<file path="config.mk">
export PLATFORM = sky130hd
export DESIGN_NAME = serial_cmd_initiator
export DESIGN_NICKNAME = d
export VERILOG_FILES = /design/src/rtl/serial_cmd_pkg.sv /design/src/rtl/serial_rsp_collector.sv /design/src/rtl/serial_cmd_initiator.sv
export SDC_FILE = /design/constraint.sdc
export NUM_CORES = 1
export LEC_CHECK = 0
export BUFFER_PORTS_ARGS = -buffer_cell sky130_fd_sc_hd__buf_2
export CORE_MARGIN = 2
export CORE_UTILIZATION = 46
export CTS_CLUSTER_SIZE = 40
export DETAILED_ROUTE_END_ITERATION = 16
export GPL_TIMING_DRIVEN = 0
export PLACE_DENSITY = 0.69
export REMOVE_ABC_BUFFERS = 1
export SLEW_MARGIN = 5
export SYNTH_ARGS = -nofsm -noshare
export SYNTH_HDL_FRONTEND = slang
export SYNTH_HIERARCHICAL = 1
export SYNTH_SLANG_ARGS = --single-unit
</file>
<file path="constraint.sdc">
create_clock -name clk -period 3.5 [get_ports clk]
set_input_delay 0 -clock clk [delete_from_list [all_inputs] [get_ports clk]]
set_output_delay 0 -clock clk [all_outputs]
set_load 0.03 [all_outputs]
</file>
<file path="src/rtl/serial_cmd_pkg.sv">
// rtl/serial_cmd_pkg.sv - opcode constants, per-opcode tables and FSM state type for the serial command protocol
package serial_cmd_pkg;

  localparam logic [7:0] OP_VERSION     = 8'd0;
  localparam logic [7:0] OP_DEADTICKS   = 8'd1;
  localparam logic [7:0] OP_FIRINGTICKS = 8'd2;
  localparam logic [7:0] OP_TOGGLE_EN   = 8'd3;
  localparam logic [7:0] OP_CLKSWITCH   = 8'd4;
  localparam logic [7:0] OP_PHASE_ALL   = 8'd5;
  localparam logic [7:0] OP_PHASEOFF    = 8'd6;
  localparam logic [7:0] OP_FULLWIDTH   = 8'd7;
  localparam logic [7:0] OP_PASSTHRU    = 8'd8;
  localparam logic [7:0] OP_PHASEDIR    = 8'd9;
  localparam logic [7:0] OP_HISTO       = 8'd10;
  localparam logic [7:0] OP_VETOLAST    = 8'd11;
  localparam logic [7:0] OP_PHASE_C1    = 8'd12;

  typedef enum logic [2:0] {
    ST_IDLE,
    ST_TX_OP,
    ST_TX_GAP,
    ST_TX_ARG,
    ST_TX_DRAIN,
    ST_RECV,
    ST_DONE
  } state_e;

  function automatic logic op_nargs(input logic [7:0] op);
    return (op == OP_DEADTICKS) || (op == OP_FIRINGTICKS);
  endfunction

  // Unknown opcodes expect no reply so the master never waits on them.
  function automatic logic [4:0] op_rsp_len(input logic [7:0] op);
    case (op)
      OP_VERSION: return 5'd1;
      OP_HISTO:   return 5'd16;
      default:    return 5'd0;
    endcase
  endfunction

endpackage

</file>
<file path="src/rtl/serial_rsp_collector.sv">
// rtl/serial_rsp_collector.sv - little-endian response shift-in with saturating inter-byte timeout
module serial_rsp_collector #(
  parameter int TIMEOUT_CYCLES = 50000000,
  parameter int TIMER_W        = 32
) (
  input  logic         clk_i,
  input  logic         reset_i,
  input  logic         clear_i,
  input  logic         start_i,
  input  logic         active_i,
  input  logic         rx_ready_i,
  input  logic [7:0]   rx_data_i,
  input  logic [4:0]   exp_len_i,
  output logic [127:0] data_o,
  output logic [4:0]   count_o,
  output logic         complete_o,
  output logic         expire_o
);

  localparam logic [TIMER_W-1:0] TIMER_LAST = TIMER_W'(TIMEOUT_CYCLES - 1);

  logic [127:0]       data_q;
  logic [4:0]         count_q;
  logic [TIMER_W-1:0] timer_q;
  logic               store;

  assign store      = active_i && rx_ready_i;
  assign complete_o = store && ((count_q + 5'd1) == exp_len_i);
  // A byte landing on the expiry cycle wins over the timeout.
  assign expire_o   = active_i && !rx_ready_i && (timer_q == TIMER_LAST);
  assign data_o     = data_q;
  assign count_o    = count_q;

  always_ff @(posedge clk_i) begin
    if (reset_i) begin
      data_q  <= '0;
      count_q <= '0;
      timer_q <= '0;
    end else begin
      if (clear_i) begin
        data_q  <= '0;
        count_q <= '0;
      end else if (store) begin
        data_q[{count_q[3:0], 3'b000} +: 8] <= rx_data_i;
        count_q <= count_q + 5'd1;
      end
      if (start_i || store) begin
        timer_q <= '0;
      end else if (active_i && (timer_q != '1)) begin
        timer_q <= timer_q + 1'b1;
      end
    end
  end

endmodule

</file>
<file path="src/rtl/serial_cmd_initiator.sv">
// rtl/serial_cmd_initiator.sv - sends opcode/argument bytes over UART and collects the fixed-length reply
module serial_cmd_initiator
  import serial_cmd_pkg::*;
#(
  parameter int TIMEOUT_CYCLES = 50000000,
  parameter int TIMER_W        = 32
) (
  input  logic         clk,
  input  logic         reset,
  input  logic         cmd_valid,
  output logic         cmd_ready,
  input  logic [7:0]   cmd_opcode,
  input  logic [7:0]   cmd_arg,
  input  logic         txBusy,
  output logic         txStart,
  output logic [7:0]   txData,
  input  logic         rxReady,
  input  logic [7:0]   rxData,
  output logic         rsp_valid,
  output logic [127:0] rsp_data,
  output logic [4:0]   rsp_count,
  output logic         rsp_timeout,
  output logic         rx_stray
);

  state_e     state_q;
  logic [7:0] op_q;
  logic [7:0] arg_q;
  logic       arg_pending_q;
  logic       cmd_ready_q;
  logic       tx_start_q;
  logic [7:0] tx_data_q;
  logic       rsp_valid_q;
  logic       rsp_timeout_q;
  logic       rx_stray_q;

  logic       accept;
  logic [4:0] exp_len;
  logic       coll_start;
  logic       coll_complete;
  logic       coll_expire;

  assign accept     = (state_q == ST_IDLE) && cmd_valid && cmd_ready_q;
  assign exp_len    = op_rsp_len(op_q);
  assign coll_start = (state_q == ST_TX_DRAIN) && !txBusy && (exp_len != 5'd0);

  serial_rsp_collector #(
    .TIMEOUT_CYCLES (TIMEOUT_CYCLES),
    .TIMER_W        (TIMER_W)
  ) u_collector (
    .clk_i      (clk),
    .reset_i    (reset),
    .clear_i    (accept),
    .start_i    (coll_start),
    .active_i   (state_q == ST_RECV),
    .rx_ready_i (rxReady),
    .rx_data_i  (rxData),
    .exp_len_i  (exp_len),
    .data_o     (rsp_data),
    .count_o    (rsp_count),
    .complete_o (coll_complete),
    .expire_o   (coll_expire)
  );

  always_ff @(posedge clk) begin
    if (reset) begin
      state_q       <= ST_IDLE;
      op_q          <= '0;
      arg_q         <= '0;
      arg_pending_q <= 1'b0;
      cmd_ready_q   <= 1'b0;
      tx_start_q    <= 1'b0;
      tx_data_q     <= '0;
      rsp_valid_q   <= 1'b0;
      rsp_timeout_q <= 1'b0;
      rx_stray_q    <= 1'b0;
    end else begin
      tx_start_q  <= 1'b0;
      rsp_valid_q <= 1'b0;
      rx_stray_q  <= rxReady && (state_q != ST_RECV);
      case (state_q)
        ST_IDLE: begin
          cmd_ready_q <= 1'b1;
          if (accept) begin
            op_q          <= cmd_opcode;
            arg_q         <= cmd_arg;
            arg_pending_q <= op_nargs(cmd_opcode);
            rsp_timeout_q <= 1'b0;
            cmd_ready_q   <= 1'b0;
            state_q       <= ST_TX_OP;
          end
        end
        ST_TX_OP: begin
          if (!txBusy) begin
            tx_start_q <= 1'b1;
            tx_data_q  <= op_q;
            state_q    <= ST_TX_GAP;
          end
        end
        // The strobe is visible here, giving the transmitter a cycle to raise busy.
        ST_TX_GAP: begin
          state_q <= arg_pending_q ? ST_TX_ARG : ST_TX_DRAIN;
        end
        ST_TX_ARG: begin
          if (!txBusy) begin
            tx_start_q    <= 1'b1;
            tx_data_q     <= arg_q;
            arg_pending_q <= 1'b0;
            state_q       <= ST_TX_GAP;
          end
        end
        ST_TX_DRAIN: begin
          if (!txBusy) begin
            if (exp_len == 5'd0) begin
              rsp_valid_q <= 1'b1;
              state_q     <= ST_DONE;
            end else begin
              state_q <= ST_RECV;
            end
          end
        end
        ST_RECV: begin
          if (coll_complete) begin
            rsp_valid_q <= 1'b1;
            state_q     <= ST_DONE;
          end else if (coll_expire) begin
            rsp_timeout_q <= 1'b1;
            rsp_valid_q   <= 1'b1;
            state_q       <= ST_DONE;
          end
        end
        ST_DONE: begin
          cmd_ready_q <= 1'b1;
          state_q     <= ST_IDLE;
        end
        default: state_q <= ST_IDLE;
      endcase
    end
  end

  assign cmd_ready   = cmd_ready_q;
  assign txStart     = tx_start_q;
  assign txData      = tx_data_q;
  assign rsp_valid   = rsp_valid_q;
  assign rsp_timeout = rsp_timeout_q;
  assign rx_stray    = rx_stray_q;

endmodule
</file>
==> run_results.csv, run 1 <==
group,metric,value,unit
worst_setup_path,path_class,"register to register",
power_and_ir_drop,p_leak,3.93,nW
worst_setup_path,cp_num_cells,6,
synth,synthMuxAreaShare,13.5,%
route,drc,0,
placed_design,port_buffers,174,
clocking,insertion_delay,0.43,ns
timing,finClkSkew,0.00985,ns
clocking,clk_pin_slew_worst_paths,0.07,ns
timing,slew_headroom,29.7,%
placed_design,gp_congestion,0.844,
clocking,root_buffer,"clkbuf_16",
floorplanning,die_w,139,um
clocking,tritoncts,"yes",
route,drt_pass1_iterations,5,
synth,yosysSeqAreaShare,47.2,%
min_path,holdPathStages,3,
timing,timing.fmax,323,MHz
synth,synth_cells,921,
synth,yosys.area_share.simple,22.5,%
worst_setup_path,startpoint_type,"register",
placed_design,hpwlAfterDp,13900,um
synth,async_reset_ff_share,0,%
clocking,cts.htree.levels,4,
floorplanning,top_level_ports,175,
timing,rsz0062_at_grt,"false",
floorplanning,start_util,46.8,%
placed_design,place_area,9300,um2
synth,synth.most_common_cell,"dfxtp_1",
synth,synth_top_family_by_area,"simple AND/OR/NAND/NOR gates",
timing,setup_viol,0,
cells_and_area,drive_gt1_share,21.6,%
cells_and_area,instances_no_fill,1316,
worst_setup_path,path_cells,"nor2b_1, and2_1, nand2_1, nor3_2, mux2i_1, nor2_1",
synth,synth_fa_ha_area_share,0.447,%
synth,synth.area.top_cells,"dfxtp_1 (47%), mux2i_1 (13%), nor2_1 (6.2%)",
cells_and_area,fillCellCount,1628,
global_routing,first_global_vias,6519,
route,drtAntennaViolNets,0,
timing,layout_setup_ws,0.407,ns
synth,synth-main-ff-cell,"dfxtp_1",
floorplanning,core_area,18000,um2
synth,synth_cell_types,61,
route,drt_iter0_drc,440,
synth,synth_top_area_share,47.2,%
route,vias,6964,
timing,period_needed,3.09,ns
worst_setup_path,cp-end-kind,"register",
clocking,numClockSinks,198,
synth,synth_common_cells,"dfxtp_1 (198), nor2_1 (138), mux2i_1 (113)",
worst_setup_path,required,3.80,ns
synth,netlist_area,8410,um2
route,wire_per_inst,15.8,um
clocking,post-cts-setup-buffer-count,0,
cells_and_area,final_cell_area,10100,um2
clocking,cts.path.max_buffers,2,
synth,synth.avg_cell_area,9.13,um2
clocking,numCtsBuffers,17,
worst_setup_path,crit_path_top_delay_cell,"nor3_2",
min_path,hold_path_class,"input pin to register",
worst_setup_path,cp.arrival,3.39,ns
floorplanning,die_y,139,um
timing,hold_viol_final,0,
route,vias_per_cell,5.29,
worst_setup_path,path_max_fanout,16,
synth,synthXorXnorAreaFrac,2.08,%
synth,ys_warn_count,6,
placed_design,preCtsSetupSlack,0.237,ns
global_routing,overflow,0,
cells_and_area,antenna_cells,0,
synth,synth_compound_area_share,9.97,%
timing,min_period_over_period,88.4,%
cells_and_area,nNetsFinal,1106,
global_routing,grt_pass1_wl,33700,um
timing,slew_violations,0,
route,drt-total-wl,20800,um
global_routing,grt_max_degree,72,
power_and_ir_drop,total_power,4.63,mW
floorplanning,dieArea,19400,um2
power_and_ir_drop,p_per_area,460,nW/um2
worst_setup_path,cp.buffers_inverters,0,
worst_setup_path,max_stage_delay,0.97,ns
power_and_ir_drop,ir_worst_vdd,0.328,mV
global_routing,grt_use_total,21.1,%
synth,ys_seq_elements,198,
timing,tightest_slew,1.05,ns
synth,synth_largest_area_cell,"dfxtp_1",
worst_setup_path,r2r_cells,6,
worst_setup_path,path_delay_family,"simple AND/OR/NAND/NOR gates",
global_routing,grt_antenna_before_repair,0,
placed_design,dp_cells,1266,
outcome,outcome,"complete, no violations",
job,drv_cap,0,
cells_and_area,area_growth,19.8,%
synth,synth_enable_flop_cells,0,
floorplanning,rows,49,
[metrics by stage]
step                hold slack, ns  setup TNS (ns)  util, %
floorplan                   0.0624               0        -
global placement             0.247           -4.08     51.6
detailed placement           0.255               0     51.8
CTS                       0.000416               0     56.0
global route                0.0225               0     56.0
finish                      0.0171               0     56.0
[power breakdown]
group	switching [mW]	leakage [nW]	internal (mW)
Clock	0.902	0.289	1.03
Sequential	0.0391	1.60	2.29
Combinational	0.260	2.04	0.119
[cell usage in the layout, fill, tap and decap left out, types with 3 or more instances in the layout]
cell type,netlist,routed
clkbuf_16,0,17
nor2b_1,9,9
conb_1,1,6
nor2_1,138,138
nand3_1,36,36
nor3b_1,5,5
a31oi_1,6,6
xor2_1,10,10
and4_1,5,5
dlygate4sd3_1,0,18
inv_8,0,3
dfxtp_1,198,198
and3_1,3,3
or4_1,12,12
mux2i_1,113,113
o211ai_1,4,4
o31ai_1,5,5
and2_1,12,12
nor4_1,8,8
buf_2,3,174
ha_1,3,3
nor3_2,8,9
a211oi_1,8,8
or3_1,14,14
a21oi_2,3,3
inv_1,10,10
a21oi_1,57,57
o221ai_1,8,8
clkinv_2,0,3
xnor2_1,10,10
nand2_1,90,90
a211oi_4,4,4
nand2b_1,5,5
o21ai_0,18,18
inv_6,0,5
nand4_1,12,12
nor3_1,9,8
[final cells by class]
type,instances,area [um2],area share (%)
inverter,11,46.3,0.460
tap,229,287,2.85
timing repair buffer,193,1080,10.7
multi-input combinational,653,4120,40.9
clock inverter,13,131,1.31
clock buffer,19,443,4.40
sequential,198,3960,39.4
[registers in the layout, summed over array words and instances, names as in the netlist, 3 cells and up]
name,cells
state_q,3
u_collector/data_o,128
u_collector/timer_q,32
op_q,8
arg_q,8
u_collector/count_o,5
txData,8
[final timing paths]
check,startpoint,to,slack (ns)
min,rxData[3],u_collector/data_o[27],0.02
max,state_q[2],u_collector/data_o[46],0.41
max reg2reg,state_q[2],u_collector/data_o[46],0.41
min reg2reg,txData[7],txData[7],0.45
[tightest hold or removal path: cells and delay by family]
| kind | cells | cell delay (ns) |
|---|---|---|
| and+or+nand+nor | 1 | 0.11 |
| AOI/OAI and AO/OA | 1 | 0.06 |
| buffers and inverters | 1 | 0.22 |
[cell families after synthesis]
group,count (synthesis)
xor gates and xnor gates,20
and+or+nand+nor,384
other,1
DFF,198
adders and majority gates,3
AOI/OAI and AO/OA,127
buffers and inverters,75
muxes,113
[what timing repair did]
action | in CTS | in global routing
hold buffers | 18 | 0
hold endpoints to repair | 21 | 0
resized for setup | 0 | 2
setup endpoints to repair | 0 | 10
[routing by layer]
metal  GRT usage, %  wire (um)
met5              0          0
met4           5.79        217
met3           6.25       1430
met2           32.7       9360
met1           28.9       9780
Power figures use the tool's default switching activity.
==> run 2, diff against run 1 <==
--- a/config.mk
+++ b/config.mk
@@ -7,11 +7,10 @@
 export LEC_CHECK = 0
 export BUFFER_PORTS_ARGS = -buffer_cell sky130_fd_sc_hd__buf_2
 export CORE_MARGIN = 2
-export CORE_UTILIZATION = 46
+export CORE_UTILIZATION = 30
 export CTS_CLUSTER_SIZE = 40
 export DETAILED_ROUTE_END_ITERATION = 16
 export GPL_TIMING_DRIVEN = 0
-export PLACE_DENSITY = 0.69
 export REMOVE_ABC_BUFFERS = 1
 export SLEW_MARGIN = 5
 export SYNTH_ARGS = -nofsm -noshare
==> run 2 against run 1 <==
  * Worst hold slack improved by 0.0041 ns
  * Power increased by 2.3%
  * Final area rose by 2.5%
  * Register-to-register slack got worse by 0.17 ns
  * Sequential share of layout area down 0.96 points
  * Non-clock buffer count rose by 2
  * Sequential power is essentially flat
  * Flip-flop and latch count stayed put
  * Critical path depth did not move
  * Die area up 52%
==> run_results.csv, run 2 (same netlist as run 1, synthesis figures left out) <==
group,metric,value,unit
clocking,tritoncts,"yes",
route,drc,0,
floorplanning,core_area,27700,um2
global_routing,grt_pass1_wl,35500,um
placed_design,hpwlAfterDp,15500,um
power_and_ir_drop,comb_power_share,8.2,%
power_and_ir_drop,ir_worst_vdd,0.290,mV
global_routing,grt_use_total,15.2,%
power_and_ir_drop,pwr-share-seq,49.1,%
power_and_ir_drop,clock_power_share,42.8,%
clocking,post-cts-setup-buffer-count,0,
clocking,numClockSinks,198,
global_routing,first_global_vias,6554,
cells_and_area,instances_no_fill,1467,
route,drt_iter0_drc,346,
worst_setup_path,cp.arrival,3.54,ns
cells_and_area,largest_reg_flops,128,
placed_design,port_buffers,174,
clocking,numCtsBuffers,17,
floorplanning,dieArea,29400,um2
timing,finClkSkew,0.0156,ns
power_and_ir_drop,p_per_area,459,nW/um2
clocking,cts.path.max_buffers,2,
floorplanning,rows,61,
job,drv_cap,0,
worst_setup_path,required,3.78,ns
floorplanning,top_level_ports,175,
global_routing,grt_max_degree,77,
cells_and_area,drive_gt1_share,21.7,%
worst_setup_path,path_class,"register to register",
cells_and_area,antenna_cells,0,
worst_setup_path,reg2reg_slack,0.24,ns
power_and_ir_drop,swShare,27.1,%
timing,min_period_over_period,93.1,%
worst_setup_path,path_cells,"nor2b_1, and2_1, nand2_1, nor3_2, mux2i_1, nor2_1",
floorplanning,start_util,30.3,%
timing,hold_viol_final,0,
outcome,outcome,"complete, no violations",
route,drt_pass1_iterations,5,
timing,timing.fmax,307,MHz
min_path,hold_path_class,"input pin to register",
worst_setup_path,path_max_fanout,16,
worst_setup_path,r2r_cells,6,
clocking,insertion_delay,0.43,ns
timing,tightest_slew,1.25,ns
timing,holdWs,0.0212,ns
timing,slew_headroom,15.7,%
power_and_ir_drop,p_leak,3.94,nW
power_and_ir_drop,p_sw,1.28,mW
floorplanning,die_w,171,um
route,vias_per_cell,4.82,
timing,setup_viol,0,
worst_setup_path,crit_path_top_delay_cell,"nor3_2",
cells_and_area,mostFrequentLayoutCells,"dfxtp_1 (198), buf_2 (174), nor2_1 (138)",
placed_design,preCtsSetupSlack,0.0482,ns
timing,period_needed,3.26,ns
route,drt-total-wl,22500,um
cells_and_area,fin_util,37.2,%
clocking,clk_pin_slew_worst_paths,0.07,ns
route,wire_per_inst,15.3,um
global_routing,overflow,0,
clocking,root_buffer,"clkbuf_16",
worst_setup_path,cp-end-kind,"register",
cells_and_area,nNetsFinal,1108,
placed_design,gp_congestion,0.772,
route,vias,7069,
timing,layout_setup_ws,0.241,ns
min_path,holdPathStages,3,
timing,slew_violations,0,
placed_design,dp_cells,1415,
clocking,cts.htree.levels,4,
route,drtAntennaViolNets,0,
floorplanning,die_y,171,um
power_and_ir_drop,p_int,3.46,mW
timing,rsz0062_at_grt,"true",
cells_and_area,mostFrequentLayoutCell,"dfxtp_1",
worst_setup_path,startpoint_type,"register",
cells_and_area,area_growth,22.7,%
worst_setup_path,max_stage_delay,1.01,ns
global_routing,grt_antenna_before_repair,0,
-- run 2: stage by stage --
step	power, mW	setup TNS (ns)	instance area [um2]
2_1_floorplan	2.59	0	8110
3_3_place_gp	2.74	-13.28	9450
3_5_place_dp	2.75	0	9490
4_1_cts	4.81	0	10300
5_1_grt	4.94	-0.116	10300
6_report	4.74	0	10300
-- run 2: cell type report --
class | count | area (um2)
Fill cell | 2859 | 17400
Multi-Input combinational cell | 653 | 4120
Sequential cell | 198 | 3960
Timing Repair Buffer | 195 | 1100
Tap cell | 378 | 473
Clock buffer | 18 | 439
Clock inverter | 14 | 180
Inverter | 11 | 46.3
-- run 2: worst paths after layout --
path                   start                      to
hold / removal     rxData[0]  u_collector/data_o[56]
setup / recovery  state_q[2]  u_collector/data_o[42]
setup reg to reg  state_q[2]  u_collector/data_o[42]
hold reg to reg    txData[1]               txData[1]
-- run 2: layer usage --
layer	track usage [%]	share of wire (%)	vias to the layer above
met4	3.80	0.84	0
met5	0	0	-
met1	19.9	46	3386
li1	-	-	3514
met2	24.1	47	156
met3	4.95	6.7	13
-- run 2: repair_timing --
item / 4_1_cts / 5_1_grt
hold buffers: 20 / 0
endpoints found under the hold margin: 24 / 0
gates resized for setup: 0 / 2
setup endpoints to repair: 0 / 13
-- run 2: power groups by stage --
| stage | sequential, mW | combinational [mW] | clock (mW) |
|---|---|---|---|
| after floorplan | 2.38 | 0.211 | 0 |
| after global placement | 2.38 | 0.360 | 0 |
| after detailed placement | 2.38 | 0.373 | 0 |
| after CTS | 2.32 | 0.392 | 2.09 |
| after global routing | 2.33 | 0.430 | 2.18 |
| final | 2.32 | 0.387 | 2.03 |
-- run 2: critical path: cells and delay by family (launching register included) --
kind	cells	cell delay (ns)
and+or+nand+nor	5	2.30
DFF	1	0.52
muxes	1	0.27
==> run 3, diff against run 2 <==
--- a/config.mk
+++ b/config.mk
@@ -8,6 +8,7 @@
 export BUFFER_PORTS_ARGS = -buffer_cell sky130_fd_sc_hd__buf_2
 export CORE_MARGIN = 2
 export CORE_UTILIZATION = 30
+export CTS_BUF_LIST = sky130_fd_sc_hd__clkbuf_16
 export CTS_CLUSTER_SIZE = 40
 export DETAILED_ROUTE_END_ITERATION = 16
 export GPL_TIMING_DRIVEN = 0
==> run 3 against run 2 <==
  * Fmax barely moved
  * Final area barely moved
  * First-iteration DRC count rose by 2.0%
  * Flip-flop and latch count did not move
  * Critical path depth did not move
  * Critical path type unchanged
==> run_results.csv, run 3 (same netlist as run 1, synthesis figures left out) <==
group,metric,value,unit
power_and_ir_drop,swShare,27.2,%
placed_design,preCtsSetupSlack,0.0482,ns
route,wire_per_inst,15.4,um
timing,timing.fmax,307,MHz
timing,min_period_over_period,93.1,%
clocking,root_buffer,"clkbuf_16",
timing,setup_viol,0,
outcome,outcome,"complete, no violations",
timing,tightest_slew,1.26,ns
global_routing,grt_antenna_before_repair,0,
cells_and_area,mostFrequentLayoutCells,"dfxtp_1 (198), buf_2 (174), nor2_1 (138)",
worst_setup_path,crit_path_top_delay_cell,"nor3_2",
clocking,tritoncts,"yes",
global_routing,grt_max_degree,77,
clocking,numClockSinks,198,
min_path,hold_start,"rxData[0]",
power_and_ir_drop,total_power,4.72,mW
cells_and_area,area_growth,22.6,%
route,vias_per_cell,4.83,
worst_setup_path,cp.buffers_inverters,0,
worst_setup_path,path_class,"register to register",
timing,setup_tns,0,ns
worst_setup_path,cp-end-kind,"register",
cells_and_area,fillCellCount,2858,
power_and_ir_drop,p_leak,3.94,nW
timing,holdWs,0.0221,ns
timing,slew_headroom,15.4,%
power_and_ir_drop,pwr-share-seq,49.3,%
power_and_ir_drop,ir_worst_vdd,0.290,mV
timing,hold_viol_final,0,
placed_design,port_buffers,174,
timing,finClkSkew,0.0141,ns
clocking,insertion_delay,0.43,ns
worst_setup_path,path_delay_family,"simple AND/OR/NAND/NOR gates",
worst_setup_path,max_stage_delay,1.01,ns
global_routing,grt_use_total,15.2,%
placed_design,gp_congestion,0.772,
route,vias,7085,
placed_design,hpwlAfterDp,15500,um
route,drt-total-wl,22500,um
worst_setup_path,r2r_start,"state_q[2]",
floorplanning,start_util,30.3,%
worst_setup_path,startpoint_type,"register",
floorplanning,die_w,171,um
timing,rsz0062_at_grt,"true",
worst_setup_path,cp.arrival,3.54,ns
cells_and_area,fin_util,37.2,%
clocking,cts.htree.levels,4,
timing,slew_violations,0,
min_path,holdPathStages,3,
min_path,hold_path_class,"input pin to register",
floorplanning,dieArea,29400,um2
power_and_ir_drop,p_per_area,457,nW/um2
clocking,post-cts-setup-buffer-count,0,
global_routing,first_global_vias,6545,
worst_setup_path,required,3.78,ns
cells_and_area,antenna_cells,0,
job,drv_cap,0,
cells_and_area,drive_gt1_share,21.6,%
route,drtAntennaViolNets,0,
global_routing,grt_pass1_wl,35500,um
power_and_ir_drop,comb_power_share,8.2,%
timing,period_needed,3.26,ns
route,drt_iter0_drc,353,
timing,layout_setup_ws,0.240,ns
cells_and_area,mostFrequentLayoutCell,"dfxtp_1",
power_and_ir_drop,p_sw,1.28,mW
route,drt_pass1_iterations,5,
worst_setup_path,path_max_fanout,16,
worst_setup_path,r2r_cells,6,
cells_and_area,nNetsFinal,1108,
floorplanning,top_level_ports,175,
power_and_ir_drop,clock_power_share,42.5,%
worst_setup_path,cp_num_cells,6,
global_routing,overflow,0,
clocking,clk_pin_slew_worst_paths,0.07,ns
worst_setup_path,startpoint,"state_q[2]",
clocking,numCtsBuffers,17,
cells_and_area,largest_reg_flops,128,
floorplanning,core_area,27700,um2
route,drc,0,
clocking,cts.path.max_buffers,2,
floorplanning,die_y,171,um
floorplanning,rows,61,
worst_setup_path,path_cells,"nor2b_1, and2_1, nand2_1, nor3_2, mux2i_1, nor2_1",
power_and_ir_drop,p_int,3.43,mW
[run 3: cell type report]
class / instances / area (um2) / area share [%]
Multi-Input combinational cell: 653 / 4120 / 39.9
Inverter: 11 / 46.3 / 0.449
Clock buffer: 17 / 425 / 4.13
Sequential cell: 198 / 3960 / 38.5
Tap cell: 378 / 473 / 4.59
Timing Repair Buffer: 195 / 1100 / 10.7
Clock inverter: 15 / 184 / 1.78
[run 3: layer usage]
layer | global-route usage [%] | share of wire [%] | vias up
met5 | 0 | 0 | -
met4 | 3.80 | 0.84 | 0
met3 | 4.95 | 6.7 | 13
met2 | 24.1 | 47 | 158
met1 | 19.9 | 46 | 3401
li1 | - | - | 3513
[run 3: power by group through the flow]
stage / clock network, mW / logic [mW] / registers [mW]
2_1_floorplan: 0 / 0.211 / 2.38
3_3_place_gp: 0 / 0.360 / 2.38
3_5_place_dp: 0 / 0.373 / 2.38
4_1_cts: 2.07 / 0.392 / 2.32
5_1_grt: 2.16 / 0.430 / 2.33
6_report: 2.00 / 0.387 / 2.32
[run 3: repair_timing]
item / 4_1_cts / 5_1_grt
setup endpoints to repair: 0 / 14
resized for setup: 0 / 2
hold endpoints to repair: 24 / 0
hold buffers: 20 / 0
[run 3: worst min-delay path, stage by stage]
cell     delay (ns)
buf_2          0.22
nand3_1        0.12
a21oi_1        0.06
[run 3: stage by stage]
step,std cells,cell area (um2)
after floorplan,862,8110
after global routing,1467,10300
after detailed placement,1415,9490
after CTS,1467,10300
after global placement,1414,9450
final,1467,10300
[run 3: worst paths after layout]
path | slack (ns) | end
max | 0.24 | u_collector/data_o[42]
min | 0.02 | u_collector/data_o[56]
max reg2reg | 0.24 | u_collector/data_o[42]
min reg2reg | 0.45 | txData[1]
